==> src/rtl/spi_int_pkg.sv <==
// Shared types and constants for the SPI FIFO-event interrupt generator.
//   int_state_t : per-channel interrupt FSM state
//   INT_DIR_*   : threshold direction encoding for dir_i
package spi_int_pkg;

    typedef enum logic [1:0] {
        INT_ARMED = 2'd0,
        INT_FIRE  = 2'd1,
        INT_WAIT  = 2'd2
    } int_state_t;

    localparam logic INT_DIR_LE = 1'b0;
    localparam logic INT_DIR_GE = 1'b1;

endpackage

==> src/rtl/spi_int_chan.sv <==
// One interrupt channel: threshold comparator, re-arm transfer counter and
// ARMED -> FIRE -> WAIT state machine.
//   HCLK, HRESETn : clock, async active-low reset
//   clr_i         : synchronous soft clear (highest priority)
//   int_en_i      : allows ARMED -> FIRE
//   cnt_en_i      : 1 = re-arm on transfer count wrap, 0 = re-arm on rd_sta_i
//   dir_i         : 0 = level <= th, 1 = level >= th
//   level_i, th_i, cnt_i : FIFO level, threshold, re-arm count
//   xfer_i        : FIFO handshake this cycle
//   rd_sta_i      : status register read pulse
//   int_pulse_o   : registered one-cycle pulse, high while in FIRE
module spi_int_chan
    import spi_int_pkg::*;
#(
    parameter int unsigned LVL_W = 5
) (
    input  logic             HCLK,
    input  logic             HRESETn,
    input  logic             clr_i,
    input  logic             int_en_i,
    input  logic             cnt_en_i,
    input  logic             dir_i,
    input  logic [LVL_W-1:0] level_i,
    input  logic [LVL_W-1:0] th_i,
    input  logic [LVL_W-1:0] cnt_i,
    input  logic             xfer_i,
    input  logic             rd_sta_i,
    output logic             int_pulse_o
);

    int_state_t       state_q, state_d;
    logic [LVL_W-1:0] cnt_q, cnt_d;
    logic             pulse_d;

    logic [LVL_W-1:0] cnt_eff;
    logic [LVL_W-1:0] cnt_last;
    logic             cnt_wrap;
    logic             cond;

    // A count of zero behaves like one: every transfer wraps.
    assign cnt_eff  = (cnt_i == '0) ? LVL_W'(1) : cnt_i;
    assign cnt_last = cnt_eff - LVL_W'(1);
    assign cnt_wrap = xfer_i && (cnt_q == cnt_last);

    assign cond = (dir_i == INT_DIR_GE) ? (level_i >= th_i) : (level_i <= th_i);

    // Next state, counter and pulse; the counter runs in every state.
    always_comb begin
        state_d = state_q;
        cnt_d   = cnt_q;
        pulse_d = 1'b0;

        if (!cnt_en_i) begin
            cnt_d = '0;
        end else if (xfer_i) begin
            cnt_d = (cnt_q == cnt_last) ? '0 : cnt_q + LVL_W'(1);
        end

        case (state_q)
            INT_ARMED: if (int_en_i && cond) state_d = INT_FIRE;
            INT_FIRE:  state_d = INT_WAIT;
            INT_WAIT:  if (cnt_en_i ? cnt_wrap : rd_sta_i) state_d = INT_ARMED;
            default:   state_d = INT_ARMED;
        endcase

        if (clr_i) begin
            state_d = INT_ARMED;
            cnt_d   = '0;
        end

        // Registered copy of "in FIRE" so the output comes straight from a flop.
        pulse_d = (state_d == INT_FIRE);
    end

    // State, counter and pulse registers.
    always_ff @(posedge HCLK or negedge HRESETn) begin
        if (!HRESETn) begin
            state_q     <= INT_ARMED;
            cnt_q       <= '0;
            int_pulse_o <= 1'b0;
        end else begin
            state_q     <= state_d;
            cnt_q       <= cnt_d;
            int_pulse_o <= pulse_d;
        end
    end

endmodule

==> src/rtl/spi_fifo_int_gen.sv <==
// Parametrised FIFO-event interrupt generator for the APB SPI master.
// NUM_CH independent channels plus optional sticky, maskable pending bits.
// Build option: define SPI_INT_PEND_EN for the pending register and level irq;
// without it pend_o is 0 and irq_o is the OR of the channel pulses.
//   HCLK, HRESETn : clock, async active-low reset
//   clr_i         : synchronous soft clear
//   int_en_i, cnt_en_i, dir_i : per-channel controls
//   level_i, th_i, cnt_i      : packed per-channel fields, ch i at [i*LVL_W +: LVL_W]
//   xfer_i        : per-channel FIFO handshake
//   rd_sta_i      : status register read pulse
//   pend_clr_i    : W1C pulse per pending bit
//   irq_mask_i    : pending bits that drive irq_o
//   int_pulse_o   : per-channel one-cycle pulse
//   pend_o        : sticky pending bits
//   irq_o         : interrupt line
module spi_fifo_int_gen
    import spi_int_pkg::*;
#(
    parameter int unsigned NUM_CH = 2,
    parameter int unsigned LVL_W  = 5
) (
    input  logic                    HCLK,
    input  logic                    HRESETn,
    input  logic                    clr_i,
    input  logic [NUM_CH-1:0]       int_en_i,
    input  logic [NUM_CH-1:0]       cnt_en_i,
    input  logic [NUM_CH-1:0]       dir_i,
    input  logic [NUM_CH*LVL_W-1:0] level_i,
    input  logic [NUM_CH*LVL_W-1:0] th_i,
    input  logic [NUM_CH*LVL_W-1:0] cnt_i,
    input  logic [NUM_CH-1:0]       xfer_i,
    input  logic                    rd_sta_i,
    input  logic [NUM_CH-1:0]       pend_clr_i,
    input  logic [NUM_CH-1:0]       irq_mask_i,
    output logic [NUM_CH-1:0]       int_pulse_o,
    output logic [NUM_CH-1:0]       pend_o,
    output logic                    irq_o
);

    // One channel instance per monitored FIFO.
    for (genvar g = 0; g < NUM_CH; g++) begin : g_ch
        spi_int_chan #(
            .LVL_W (LVL_W)
        ) u_chan (
            .HCLK        (HCLK),
            .HRESETn     (HRESETn),
            .clr_i       (clr_i),
            .int_en_i    (int_en_i[g]),
            .cnt_en_i    (cnt_en_i[g]),
            .dir_i       (dir_i[g]),
            .level_i     (level_i[g*LVL_W +: LVL_W]),
            .th_i        (th_i[g*LVL_W +: LVL_W]),
            .cnt_i       (cnt_i[g*LVL_W +: LVL_W]),
            .xfer_i      (xfer_i[g]),
            .rd_sta_i    (rd_sta_i),
            .int_pulse_o (int_pulse_o[g])
        );
    end

`ifdef SPI_INT_PEND_EN
    logic [NUM_CH-1:0] pend_q;

    // Sticky pending bits: set at the end of a FIRE cycle, set beats W1C.
    always_ff @(posedge HCLK or negedge HRESETn) begin
        if (!HRESETn) begin
            pend_q <= '0;
        end else if (clr_i) begin
            pend_q <= '0;
        end else begin
            pend_q <= (pend_q & ~pend_clr_i) | int_pulse_o;
        end
    end

    assign pend_o = pend_q;
    assign irq_o  = |(pend_q & irq_mask_i);
`else
    logic unused_pend_inputs;

    // Legacy event behaviour: irq follows the channel pulses.
    assign unused_pend_inputs = ^{pend_clr_i, irq_mask_i};
    assign pend_o             = '0;
    assign irq_o              = |int_pulse_o;
`endif

endmodule

==> config.mk <==
export PLATFORM = sky130hd
export DESIGN_NAME = spi_fifo_int_gen
export DESIGN_NICKNAME = d
export VERILOG_FILES = /design/src/rtl/spi_int_pkg.sv /design/src/rtl/spi_int_chan.sv /design/src/rtl/spi_fifo_int_gen.sv
export SDC_FILE = /design/constraint.sdc
export NUM_CORES = 1
export LEC_CHECK = 0
export ABC_AREA = 0
export BUFFER_PORTS_ARGS = -buffer_cell sky130_fd_sc_hd__buf_2
export CORE_ASPECT_RATIO = 2
export CORE_MARGIN = 2
export CORE_UTILIZATION = 30
export DETAILED_ROUTE_END_ITERATION = 6
export PLACE_DENSITY = 0.51
export RECOVER_POWER = 100
export SLEW_MARGIN = 40
export SYNTH_ARGS = -nofsm -noshare
export SYNTH_HDL_FRONTEND = slang
export SYNTH_SLANG_ARGS = --single-unit
==> constraint.sdc <==
create_clock -name HCLK -period 1.4 [get_ports HCLK]
set_input_delay 0.07 -clock HCLK [delete_from_list [all_inputs] [get_ports HCLK]]
set_output_delay 0.07 -clock HCLK [all_outputs]
set_load 0.05 [all_outputs]
==> insert_results.sql <==
INSERT INTO impl_metrics (metric_group, metric, value, unit) VALUES
('run_status', 'outcome', 'complete, but fails checks', ''),
('run_status', 'violations', 'negative setup slack', ''),
('global_route', 'grt_antenna_before_repair', '0', ''),
('sta', 'timing_hold_violations_final', '0', ''),
('setup_path', 'reg2reg_depth', '5', ''),
('sta', 'hold_slack', '49.0', 'ps'),
('setup_path', 'setup.worst_path.class', 'register to register', ''),
('setup_path', 'crit_path_top_delay_cell', 'sky130_fd_sc_hd__dfrtp_1', ''),
('synthesis', 'yosys.cell_count.top_type', 'sky130_fd_sc_hd__dfrtp_1', ''),
('synthesis', 'syn-cell-area', '0.00136', 'mm²'),
('final_layout', 'layout-drive-gt1-share', '41.2', '%'),
('hold_path', 'min-delay-path-class', 'primary input to register', ''),
('place', 'buffer_ports.inserted', '44', ''),
('final_layout', 'synthToLayoutAreaGrowth', '44.9', '%'),
('flow_run', 'timing.max_cap.violations', '0', ''),
('synthesis', 'yosysUniqueCellTypes', '37', ''),
('setup_path', 'timing.critical_path.arrival', '1680', 'ps'),
('clock_network', 'tritoncts.num_buffers', '3', ''),
('global_route', 'global_route.overflow_total', '0', ''),
('synthesis', 'yosysWarningCount', '0', ''),
('power', 'vdd_ir_drop_max', '0.000497', 'V'),
('global_route', 'grt_pass1_wl', '5430', 'µm'),
('synthesis', 'synth.yosys.seq_area_share', '29.4', '%'),
('die', 'design.core.area', '0.00434', 'mm²'),
('detailed_routing', 'drt-pass1-iter-count', '4', ''),
('die', 'die_y', '99.2', 'µm'),
('final_layout', 'design.final.nets', '283', ''),
('setup_path', 'critPathMaxFanout', '5', ''),
('detailed_routing', 'detail_route.wirelength', '3080', 'µm'),
('sta', 'final_max_slew_viol_count', '0', ''),
('detailed_routing', 'route.detailed.drc', '0', ''),
('synthesis', 'synthDominantAreaCellType', 'sky130_fd_sc_hd__dfrtp_1', ''),
('clock_network', 'clk_slew_on_worst_s_h_paths', '60', 'ps'),
('detailed_routing', 'route.detailed.wl_per_inst', '11.2', 'µm'),
('setup_path', 'timing.critical_path.cells', 'nor3b_2 -> a2111oi_4 -> and4_4 -> or3b_1 -> a21oi_1', ''),
('global_route', 'grt_usage', '13.6', '%'),
('synthesis', 'ys_dominant_reg_cell', 'sky130_fd_sc_hd__dfrtp_1', ''),
('setup_path', 'worst_path_largest_cell_delay', '420', 'ps'),
('sta', 'timing.final.ws_setup', '-108', 'ps'),
('clock_network', 'ctsLongestPathBuffers', '2', ''),
('setup_path', 'critical_path.endpoint_type', 'register', ''),
('clock_network', 'htreeDepth', '1', ''),
('detailed_routing', 'detail-route-antenna-nets', '0', ''),
('hold_path', 'hold_path_depth', '2', ''),
('global_route', 'grt_pass1_vias', '1356', ''),
('sta', 'post-route-period-util', '108', '%'),
('setup_path', 'start_kind', 'register', ''),
('synthesis', 'syn_inst', '158', ''),
('clock_network', 'clock_latency', '240', 'ps'),
('place', 'gpl.final_weighted_congestion', '0.727', ''),
('global_route', 'grt_max_degree', '17', ''),
('setup_path', 'timing.critical_path.required', '1570', 'ps'),
('die', 'floorplan.initialDensity', '31.3', '%'),
('sta', 'finClkSkew', '1.17', 'ps'),
('die', 'boundaryPins', '51', ''),
('final_layout', 'layout.core_utilization', '45.4', '%'),
('synthesis', 'leading_cell_types_by_total_area_after_synthesis', 'sky130_fd_sc_hd__dfrtp_1 (29%), sky130_fd_sc_hd__ha_1 (13%), sky130_fd_sc_hd__xnor2_1 (8.4%)', ''),
('place', 'detailed_place_hpwl', '2580', 'µm'),
('synthesis', 'synth.top_cell.area_share', '29.4', '%'),
('clock_network', 'numClockSinks', '16', ''),
('sta', 'timing.slew.headroom', '41.8', '%'),
('synthesis', 'synthTopCellsByCount', 'sky130_fd_sc_hd__dfrtp_1 (16), sky130_fd_sc_hd__inv_1 (15), sky130_fd_sc_hd__ha_1 (14)', ''),
('sta', 'timing.fmax', '663', 'MHz'),
('sta', 'grt_setup_unrepaired', 'yes', ''),
('power', 'areal_power_density_over_the_cells', '622', 'mW/mm²'),
('power', 'power.leakage', '0.000956', 'µW'),
('sta', 'report.final.setup_viol', '11', ''),
('synthesis', 'yosys_register_bits', '16', ''),
('synthesis', 'number_of_enable_type_register_cells_in_the_synthesized_netlist', '0', ''),
('sta', 'finalWorstPathRequiredPeriod', '1510', 'ps'),
('clock_network', 'clk_root_buffer_cell', 'sky130_fd_sc_hd__clkbuf_8', '');
worst paths after layout:
path / start / endpoint / slack (ps)
max: g_ch[1].u_chan.cnt_q[3]$_DFFE_PN0P_ / g_ch[1].u_chan.cnt_q[0]$_DFFE_PN0P_ / -110
min in group asynchronous: HRESETn / g_ch[1].u_chan.cnt_q[2]$_DFFE_PN0P_ / 450
max reg2reg: g_ch[1].u_chan.cnt_q[3]$_DFFE_PN0P_ / g_ch[1].u_chan.cnt_q[0]$_DFFE_PN0P_ / -110
min: clr_i / g_ch[1].u_chan.state_q[1]$_DFF_PN0_ / 50
min reg2reg: g_ch[0].u_chan.state_q[0]$_DFF_PN0_ / g_ch[0].u_chan.state_q[1]$_DFF_PN0_ / 540
max in group asynchronous: HRESETn / g_ch[0].u_chan.cnt_q[3]$_DFFE_PN0P_ / 410
metal layers:
layer  up-vias  GRT usage (%)  routed length, µm
li1        669              -                  -
met1       565           14.6               1120
met2        39           26.4               1800
met3         4           1.35                117
met4         0           4.25                 43
met5         -              0                  0
what timing repair did:
| item | in CTS | in global routing |
|---|---|---|
| resized for setup | 13 | 12 |
| hold buffers | 1 | 0 |
| buffers inserted | 3 | 0 |
| hold endpoints to repair | 16 | 0 |
| pin swaps | 14 | 12 |
| setup endpoints to repair | 10 | 12 |
cells by family (layout without fill, tap and decap cells):
family	count (synthesis)	count (layout)	synth area share, %
fa+ha+maj	14	14	12.9
compound gates	22	22	9.84
mux	1	1	0.736
simple gates	66	66	28.6
flops	16	16	29.4
buf+inv	20	82	6.62
xor+xnor	18	18	11.6
other cells	1	2	0.276
critical path: cells and delay by family (launching register included):
| kind | cells | cell delay, ps |
|---|---|---|
| simple gates | 3 | 800 |
| flops | 1 | 420 |
| compound gates | 2 | 200 |
area by class of cell:
type | instances | area, µm²
repair buffers | 64 | 389
inverters | 15 | 56.3
clock buffers | 3 | 41.3
fillers | 441 | 2370
well taps | 54 | 67.6
multi-input cells | 123 | 1020
flip-flops and latches | 16 | 400
flip-flops by register name, indices dropped and copies added (netlist names):
signal and count:
g_ch.u_chan.state_q 4, g_ch.u_chan.int_pulse_o 2, g_ch.u_chan.cnt_q 10
power breakdown:
group | switching [µW] | total [µW] | leakage, µW | internal, µW
clock | 151 | 341 | 0.0000216 | 190
combinational | 202 | 390 | 0.000714 | 188
sequential | 15.0 | 494 | 0.000220 | 479
layout by cell type, fill, tap and decap left out, drive strengths merged, types with 2 or more instances in the layout:
cell and count:
ha 14, nand4 2, buf 59, nand3 7, nor2 11, a21oi 12, inv 15, nor3b 3
nand2 7, or4b 2, nand3b 3, dfrtp 16, nor4 3, nor3 6, clkbuf 7, nand2b 7
conb 2, and3 5, nor2b 4, xor2 5, o21ai 4, xnor2 13
per-stage QoR:
stage          std cells  worst slack [ps]  setup TNS, ps  total power [µW]
2_1_floorplan        159              -102           -523               719
3_3_place_gp         268              -337          -3810               860
3_5_place_dp         268              -361          -3540               860
4_1_cts              275              -109           -885              1230
5_1_grt              275              -204          -1900              1300
6_report             275              -108           -809              1230
No activity file was read; power rests on OpenSTA's default activity.
